==> src/rtl/consec_seq_monitor.sv <==
// Runtime checker for "rose(a) |=> b[*B_REPS] ##1 c" with disable-iff abort and overlapping attempts.
// Optional sticky error capture is enabled by defining CONSEC_SEQ_MONITOR_STICKY_EN.
module consec_seq_monitor #(
  parameter int B_REPS = 2,
  parameter int CNT_W  = 8
) (
  input  logic             clock,
  input  logic             reset_n,
  input  logic             disable_i,
  input  logic             a,
  input  logic             b,
  input  logic             c,
  output logic             busy,
  output logic             pass,
  output logic             fail,
  output logic [CNT_W-1:0] pass_count,
  output logic [CNT_W-1:0] fail_count,
  output logic             err_sticky,
  output logic [7:0]       first_fail_stage
);

  localparam int N     = B_REPS + 1;
  localparam int NB_W  = $clog2(N + 1);
  localparam int SUM_W = ((CNT_W > NB_W) ? CNT_W : NB_W) + 1;
  localparam logic [SUM_W-1:0] CNT_MAX = {{(SUM_W-CNT_W){1'b0}}, {CNT_W{1'b1}}};

  logic            a_q;
  logic [N:1]      t;
  logic            rose;
  logic            ok;
  logic [N:1]      bad_vec;
  logic [NB_W-1:0] nbad;
  logic [SUM_W-1:0] pass_sum;
  logic [SUM_W-1:0] fail_sum;

  always_comb begin
    rose    = a & ~a_q;
    ok      = t[N] & c;
    bad_vec = '0;
    for (int k = 1; k <= B_REPS; k++) begin
      bad_vec[k] = t[k] & ~b;
    end
    bad_vec[N] = t[N] & ~c;
    nbad = '0;
    for (int k = 1; k <= N; k++) begin
      if (bad_vec[k]) nbad = nbad + NB_W'(1);
    end
    pass_sum = SUM_W'(pass_count) + SUM_W'(ok);
    fail_sum = SUM_W'(fail_count) + SUM_W'(nbad);
  end

  assign busy = |t;

  always_ff @(posedge clock or negedge reset_n) begin
    if (!reset_n) begin
      a_q        <= 1'b0;
      t          <= '0;
      pass       <= 1'b0;
      fail       <= 1'b0;
      pass_count <= '0;
      fail_count <= '0;
    end else begin
      // a_q keeps tracking while disabled so a rise during disable is consumed
      a_q <= a;
      if (disable_i) begin
        t    <= '0;
        pass <= 1'b0;
        fail <= 1'b0;
      end else begin
        t          <= {t[N-1:1] & {B_REPS{b}}, rose};
        pass       <= ok;
        fail       <= |bad_vec;
        pass_count <= (pass_sum > CNT_MAX) ? CNT_MAX[CNT_W-1:0] : pass_sum[CNT_W-1:0];
        fail_count <= (fail_sum > CNT_MAX) ? CNT_MAX[CNT_W-1:0] : fail_sum[CNT_W-1:0];
      end
    end
  end

`ifdef CONSEC_SEQ_MONITOR_STICKY_EN
  logic [7:0] low_stage;

  always_comb begin
    low_stage = '0;
    for (int k = N; k >= 1; k--) begin
      if (bad_vec[k]) low_stage = 8'(k);
    end
  end

  always_ff @(posedge clock or negedge reset_n) begin
    if (!reset_n) begin
      err_sticky       <= 1'b0;
      first_fail_stage <= '0;
    end else if (!disable_i && (|bad_vec) && !err_sticky) begin
      err_sticky       <= 1'b1;
      first_fail_stage <= low_stage;
    end
  end
`else
  assign err_sticky       = 1'b0;
  assign first_fail_stage = '0;
`endif

endmodule

==> config.mk <==
export PLATFORM = sky130hd
export DESIGN_NAME = consec_seq_monitor
export DESIGN_NICKNAME = d
export VERILOG_FILES = /design/src/rtl/consec_seq_monitor.sv
export SDC_FILE = /design/constraint.sdc
export NUM_CORES = 1
export LEC_CHECK = 0
export CAP_MARGIN = 20
export CORE_MARGIN = 2
export CORE_UTILIZATION = 49
export CTS_BUF_LIST = sky130_fd_sc_hd__clkbuf_4
export DETAILED_ROUTE_END_ITERATION = 6
export PLACE_DENSITY_LB_ADDON = 0.08
export REMOVE_ABC_BUFFERS = 1
export SLEW_MARGIN = 20
export SYNTH_ARGS = -nofsm -noshare
export SYNTH_HDL_FRONTEND = slang
export SYNTH_SLANG_ARGS = --single-unit
==> constraint.sdc <==
create_clock -name clock -period 3.5 [get_ports clock]
set_clock_uncertainty 0.1 [all_clocks]
set_input_delay 0.525 -clock clock [delete_from_list [all_inputs] [get_ports clock]]
set_output_delay 0.525 -clock clock [all_outputs]
set_load 0.005 [all_outputs]
==> results of run 1 <==
flip-flops by register name (all words and copies together), names as in the netlist:
signal      flops
t               3
fail            1
pass            1
pass_count      8
fail_count      8
a_q             1
power breakdown:
part	internal, mW	switching, mW	leakage (nW)	total [mW]
clock	0.0401	0.0722	0.0138	0.112
combinational	0.0754	0.0513	0.393	0.127
sequential	0.279	0.0347	0.288	0.314
total	0.394	0.158	0.694	0.553
worst reg2reg max path, delay by kind of cell, from the launching register on:
kind | cells | cell delay (ns)
flops | 1 | 0.41
simple gates | 3 | 0.51
xor+xnor | 1 | 0.16
buf+inv | 2 | 0.11
mux | 1 | 0.32
fa+ha+maj | 3 | 0.91
final timing paths:
check	startpoint	endpoint	slack, ns	cells after the start
max	b	fail_count[6]$_DFFE_PN0N_	0.52	11
max in group asynchronous	reset_n	fail_count[7]$_DFFE_PN0N_	2.91	1
min in group clock	a_q$_DFF_PN0_	t[1]$_DFF_PN0_	0.31	1
min	reset_n	fail_count[1]$_DFFE_PN0N_	0.06	1
min reg2reg	a_q$_DFF_PN0_	t[1]$_DFF_PN0_	0.31	1
max reg2reg	t[2]$_DFF_PN0_	fail_count[6]$_DFFE_PN0N_	0.88	10
per-layer routing:
metal,share of wire,vias up
li1,-,459
met1,0.46,437
met2,0.49,21
met3,0.041,2
met4,0.0055,0
met5,0,-
stage by stage:
stage	utilization	cell area, um2	total power, mW	instances	worst slack, ns
global route	0.614	1490	0.590	176	0.314
floorplan	-	1200	0.371	119	0.852
detailed placement	0.606	1480	0.449	173	0.180
CTS	0.616	1500	0.563	176	0.514
global placement	0.606	1480	0.445	173	0.253
finish	0.614	1490	0.553	176	0.523
layout make-up:
class                      instances  share of cell area
multi-input combinational         89               0.413
sequential                        22               0.369
timing repair buffer              24               0.158
tap                               30              0.0251
inverter                           8              0.0201
clock buffer                       3              0.0151
cells in the final DEF, fill, tap and decap left out, types with 2 or more instances in the layout:
| cell | synthesis | final |
|---|---|---|
| clkdlybuf4s50_1 | 0 | 23 |
| dfrtp_1 | 22 | 22 |
| nand2_1 | 9 | 9 |
| conb_1 | 1 | 9 |
| inv_1 | 8 | 8 |
| ha_1 | 7 | 7 |
| o21ai_0 | 6 | 6 |
| nor2_1 | 6 | 6 |
| nand3_1 | 6 | 6 |
| a21oi_1 | 5 | 5 |
| or3_1 | 4 | 4 |
| mux2_2 | 4 | 4 |
| mux2i_1 | 3 | 3 |
| clkbuf_4 | 0 | 3 |
| and3_1 | 2 | 2 |
| nor2b_1 | 2 | 2 |
| nand2b_1 | 2 | 2 |
| and2_1 | 2 | 2 |
| o21a_1 | 2 | 2 |
| nand4b_1 | 2 | 2 |
| nor3_1 | 2 | 2 |
logic make-up after synthesis:
kind of cell,synth area share
simple gates,0.219
buf+inv,0.0827
other cells,0.00302
xor+xnor,0.00706
fa+ha+maj,0.0868
flops,0.444
mux,0.0696
compound gates,0.0878
==> impl_metrics.tcl, run 1 <==
set metrics [dict create \
    status "finished, final reports clean" \
    io_pins 34 \
    drt-total-wl_um 2170 \
    period_minus_slack_ns 2.98 \
    worst-setup-path-type "in2reg" \
    worst_pin_slew_ns 0.585 \
    p_leak_nw 0.694 \
    postCtsHoldBufs 0 \
    post_cts_resized 0 \
    grt_start_max_net_pins 23 \
    arrival_ns 3.07 \
    grt_overflow_total 0 \
    synth-edff-count 0 \
    cp_top_family "adder cells" \
    cts_setup_buffers 0 \
    grt_util_met2 0.293 \
    drt_first_pass_iters 4 \
    slew_viol_final 0 \
    yosysTopAreaCell "dfrtp_1" \
    finalHoldWorstSlack_ns 0.0633 \
    grtUsageTotal 0.171 \
    final.period_utilization 0.851 \
    htreeDepth 1 \
    critPathBufInv 3 \
    area_growth_pct 20.4 \
    async_flop_share 1.00 \
    clock_latency_ns 0.30 \
    cts_root_buf "clkbuf_4" \
    seq_area_um2 551 \
    clk_path_buf_depth 2 \
    synth-seq-area-share 0.444 \
    vias_per_cell 5.22 \
    yosys.cell_count.top_type "dfrtp_1" \
    drive_gt1_frac 0.0753 \
    max_freq_ghz 0.336 \
    grt_busiest_layer "met2" \
    cp_max_fo 5 \
    via_count 919 \
    synth_common_cells "22 x dfrtp_1, 9 x buf_4, 9 x nand2_1" \
    grt_antenna_before_repair 0 \
    post-route-drc-count 0 \
    cp-start-kind "input pin" \
    insertedDiodeCount 0 \
    cts_tree "done" \
    ys_seq_elements 22 \
    gp_congestion 0.755 \
    ir_worst_vdd_v 0.000245 \
    fp-row-count 18 \
    grt_pass1_vias 839 \
    synthFlopType "dfrtp_1" \
    start_util 0.510 \
    end_kind "register" \
    yosys.area.top_type_share 0.444 \
    use_met1 0.211 \
    grt_setup_unrepaired "false" \
    yosysWarnings 0 \
    syn_avg_cell_area_um2 10.2 \
    met3_usage 0.0273 \
    fp.dieW_um 54.3 \
    avgRoutedWirePerCell_um 12.3 \
    required_ns 3.60 \
    io_buffers 24 \
    grt_first_pass_wirelength_um 3590 \
    nets 162 \
    path_clk_slew_ns 0.12 \
    finalHoldViolCount 0 \
    multi_input_area_um2 617 \
    ant_nets 0 \
    cpPeakStageDelay_ns 0.50 \
    coreArea_um2 2430 \
    drt_iter0_drc 19 \
    cap_violations 0 \
    setup_violations 0 \
    postSynthCellCount 121 \
    fin_setup_tns_ns 0 \
    die_h_um 54.3 \
    fp.dieArea_um2 2950 \
    slowest_stage "clkdlybuf4s50_1" \
    synth_area_leaders "dfrtp_1 44%, ha_1 7.1%, buf_4 5.4%, mux2_2 3.6%, nand2_1 2.7%" \
    hp-class "in2async" \
    synth_area_um2 1240 \
    hpwl_um 1650 \
    cts_buffers 3 \
    path_cells "clkdlybuf4s50_1, nand2b_1, inv_1, ha_1, xnor2_1, ha_1, inv_1, fa_1, nor3b_4, nand4_1, mux2_1" \
    power_density_nw_per_um2 370 \
    slew_headroom 0.609 \
    synthDistinctLibCells 37 \
    clkSinkCount 22 \
    fill_cells 226 \
]
(Power assumes the default switching activity.)
==> run 2: changes to the inputs <==
--- a/config.mk
+++ b/config.mk
@@ -7,12 +7,13 @@
 export LEC_CHECK = 0
 export CAP_MARGIN = 20
 export CORE_MARGIN = 2
-export CORE_UTILIZATION = 49
+export CORE_UTILIZATION = 55
 export CTS_BUF_LIST = sky130_fd_sc_hd__clkbuf_4
+export CTS_CLUSTER_DIAMETER = 50
 export DETAILED_ROUTE_END_ITERATION = 6
+export DONT_BUFFER_PORTS = 1
 export PLACE_DENSITY_LB_ADDON = 0.08
 export REMOVE_ABC_BUFFERS = 1
-export SLEW_MARGIN = 20
 export SYNTH_ARGS = -nofsm -noshare
 export SYNTH_HDL_FRONTEND = slang
 export SYNTH_SLANG_ARGS = --single-unit
==> impl_metrics.tcl, run 2 (same netlist as run 1, synthesis figures left out) <==
set metrics [dict create \
    start_util 0.572 \
    coreArea_um2 2170 \
    setup_violations 0 \
    grt_antenna_before_repair 0 \
    placed_cell_area_um2 1230 \
    avgRoutedWirePerCell_um 13.8 \
    finalHoldViolCount 0 \
    grt_start_max_net_pins 23 \
    status "finished, final reports clean" \
    post_cts_resized 0 \
    post-route-drc-count 0 \
    clkSinkCount 22 \
    arrival_ns 2.75 \
    cp_max_fo 5 \
    critPathBufInv 2 \
    clk_path_buf_depth 2 \
    grt_pass1_vias 848 \
    clkPwrFrac 0.219 \
    cpPeakStageDelay_ns 0.46 \
    max_freq_ghz 0.375 \
    via_count 820 \
    required_ns 3.59 \
    period_minus_slack_ns 2.67 \
    final_common_cell "dfrtp_1" \
    drt_iter0_drc 7 \
    fp.dieW_um 51.5 \
    slew_viol_final 0 \
    ant_nets 0 \
    gp_congestion 0.746 \
    final_area_um2 1290 \
    worst-setup-path-type "reg2reg" \
    io_pins 34 \
    grtUsageTotal 0.185 \
    fp-row-count 17 \
    fill_cells 220 \
    cp_top_family "adder cells" \
    clock_latency_ns 0.29 \
    drive_gt1_frac 0.0880 \
    vias_per_cell 5.36 \
    nets 140 \
    drt-total-wl_um 2110 \
    end_kind "register" \
    area_growth_pct 4.34 \
    insertedDiodeCount 0 \
    fin_setup_tns_ns 0 \
    internal_power_uw 356 \
    p_sw_uw 150 \
    slowest_stage "fa_1" \
    cp-start-kind "register" \
    cts_setup_buffers 0 \
    htreeDepth 1 \
    p_leak_nw 0.625 \
    die_h_um 51.5 \
    grt_first_pass_wirelength_um 3600 \
    use_met1 0.207 \
    p_sw_frac 0.297 \
    hpwl_um 1590 \
    grt_util_met2 0.329 \
    power_density_nw_per_um2 391 \
    post-route-util 0.596 \
    fp.dieArea_um2 2650 \
    combPwrFrac 0.145 \
    met3_usage 0.0556 \
    hp-class "in2reg" \
    finalHoldWorstSlack_ns 0.144 \
    path_clk_slew_ns 0.12 \
    drt_first_pass_iters 4 \
    ir_worst_vdd_v 0.000234 \
    grt_overflow_total 0 \
    seq_power_share 0.636 \
    final.period_utilization 0.763 \
    cts_buffers 3 \
    cap_violations 0 \
    cts_tree "done" \
    io_buffers 0 \
    reg.largest.list "fail_count x8, pass_count x8, t x3" \
    cts_root_buf "clkbuf_4" \
    grt_busiest_layer "met2" \
    postCtsHoldBufs 1 \
    path_cells "nand2b_1, inv_1, ha_1, xnor2_1, ha_1, inv_1, fa_1, nor3b_4, nand4_1, mux2_1" \
    layout_common_cells "22 x dfrtp_1, 9 x nand2_1, 9 x conb_1" \
    grt_setup_unrepaired "false" \
]
-- run 2: cell types whose count changed in the layout (fill, tap and decap cells not counted), sizes merged --
cell,change
buf,-1
clkbuf,+1
clkdlybuf4s50,-23
clkinv,+1
dlygate4sd3,+1
-- run 2: final cells by class --
| class | instances | area (um2) | area share |
|---|---|---|---|
| sequential | 22 | 551 | 0.426 |
| multi-input combinational | 89 | 617 | 0.477 |
| inverter | 8 | 30.0 | 0.0232 |
| tap | 28 | 35.0 | 0.0271 |
| clock inverter | 1 | 3.75 | 0.00290 |
| timing repair buffer | 2 | 35.0 | 0.0271 |
| clock buffer | 3 | 22.5 | 0.0174 |
-- run 2: routing by layer --
metal	vias up	wire, um
met2	17	1100
met5	-	0
met3	2	114
met1	388	884
met4	0	16
li1	413	-
-- run 2: per-stage QoR --
step	total power, mW	cells	setup WS (ns)
3_5_place_dp	0.392	147	0.681
4_1_cts	0.511	152	0.820
2_1_floorplan	0.371	119	0.852
6_report	0.506	153	0.830
5_1_grt	0.542	153	0.606
3_3_place_gp	0.386	147	0.776
-- run 2: path summary, 6_finish.rpt --
check | startpoint | depth (start not counted) | endpoint | slack, ns
worst min-delay path | a | 0 | a_q$_DFF_PN0_ | 0.14
max in group asynchronous | reset_n | 2 | pass_count[7]$_DFFE_PN0N_ | 2.57
worst max register to register | t[2]$_DFF_PN0_ | 10 | fail_count[6]$_DFFE_PN0N_ | 0.83
worst min register to register | a_q$_DFF_PN0_ | 1 | t[1]$_DFF_PN0_ | 0.31
min in group asynchronous | reset_n | 1 | fail$_DFF_PN0_ | 0.37
worst max-delay path | t[2]$_DFF_PN0_ | 10 | fail_count[6]$_DFFE_PN0N_ | 0.83
-- run 2: power by group through the flow --
stage	clock (mW)	combinational, mW	sequential, mW
final	0.111	0.0733	0.322
after global routing	0.127	0.0891	0.327
after CTS	0.118	0.0712	0.322
after detailed placement	0	0.0653	0.327
after global placement	0	0.0622	0.324
after floorplan	0	0.0556	0.316
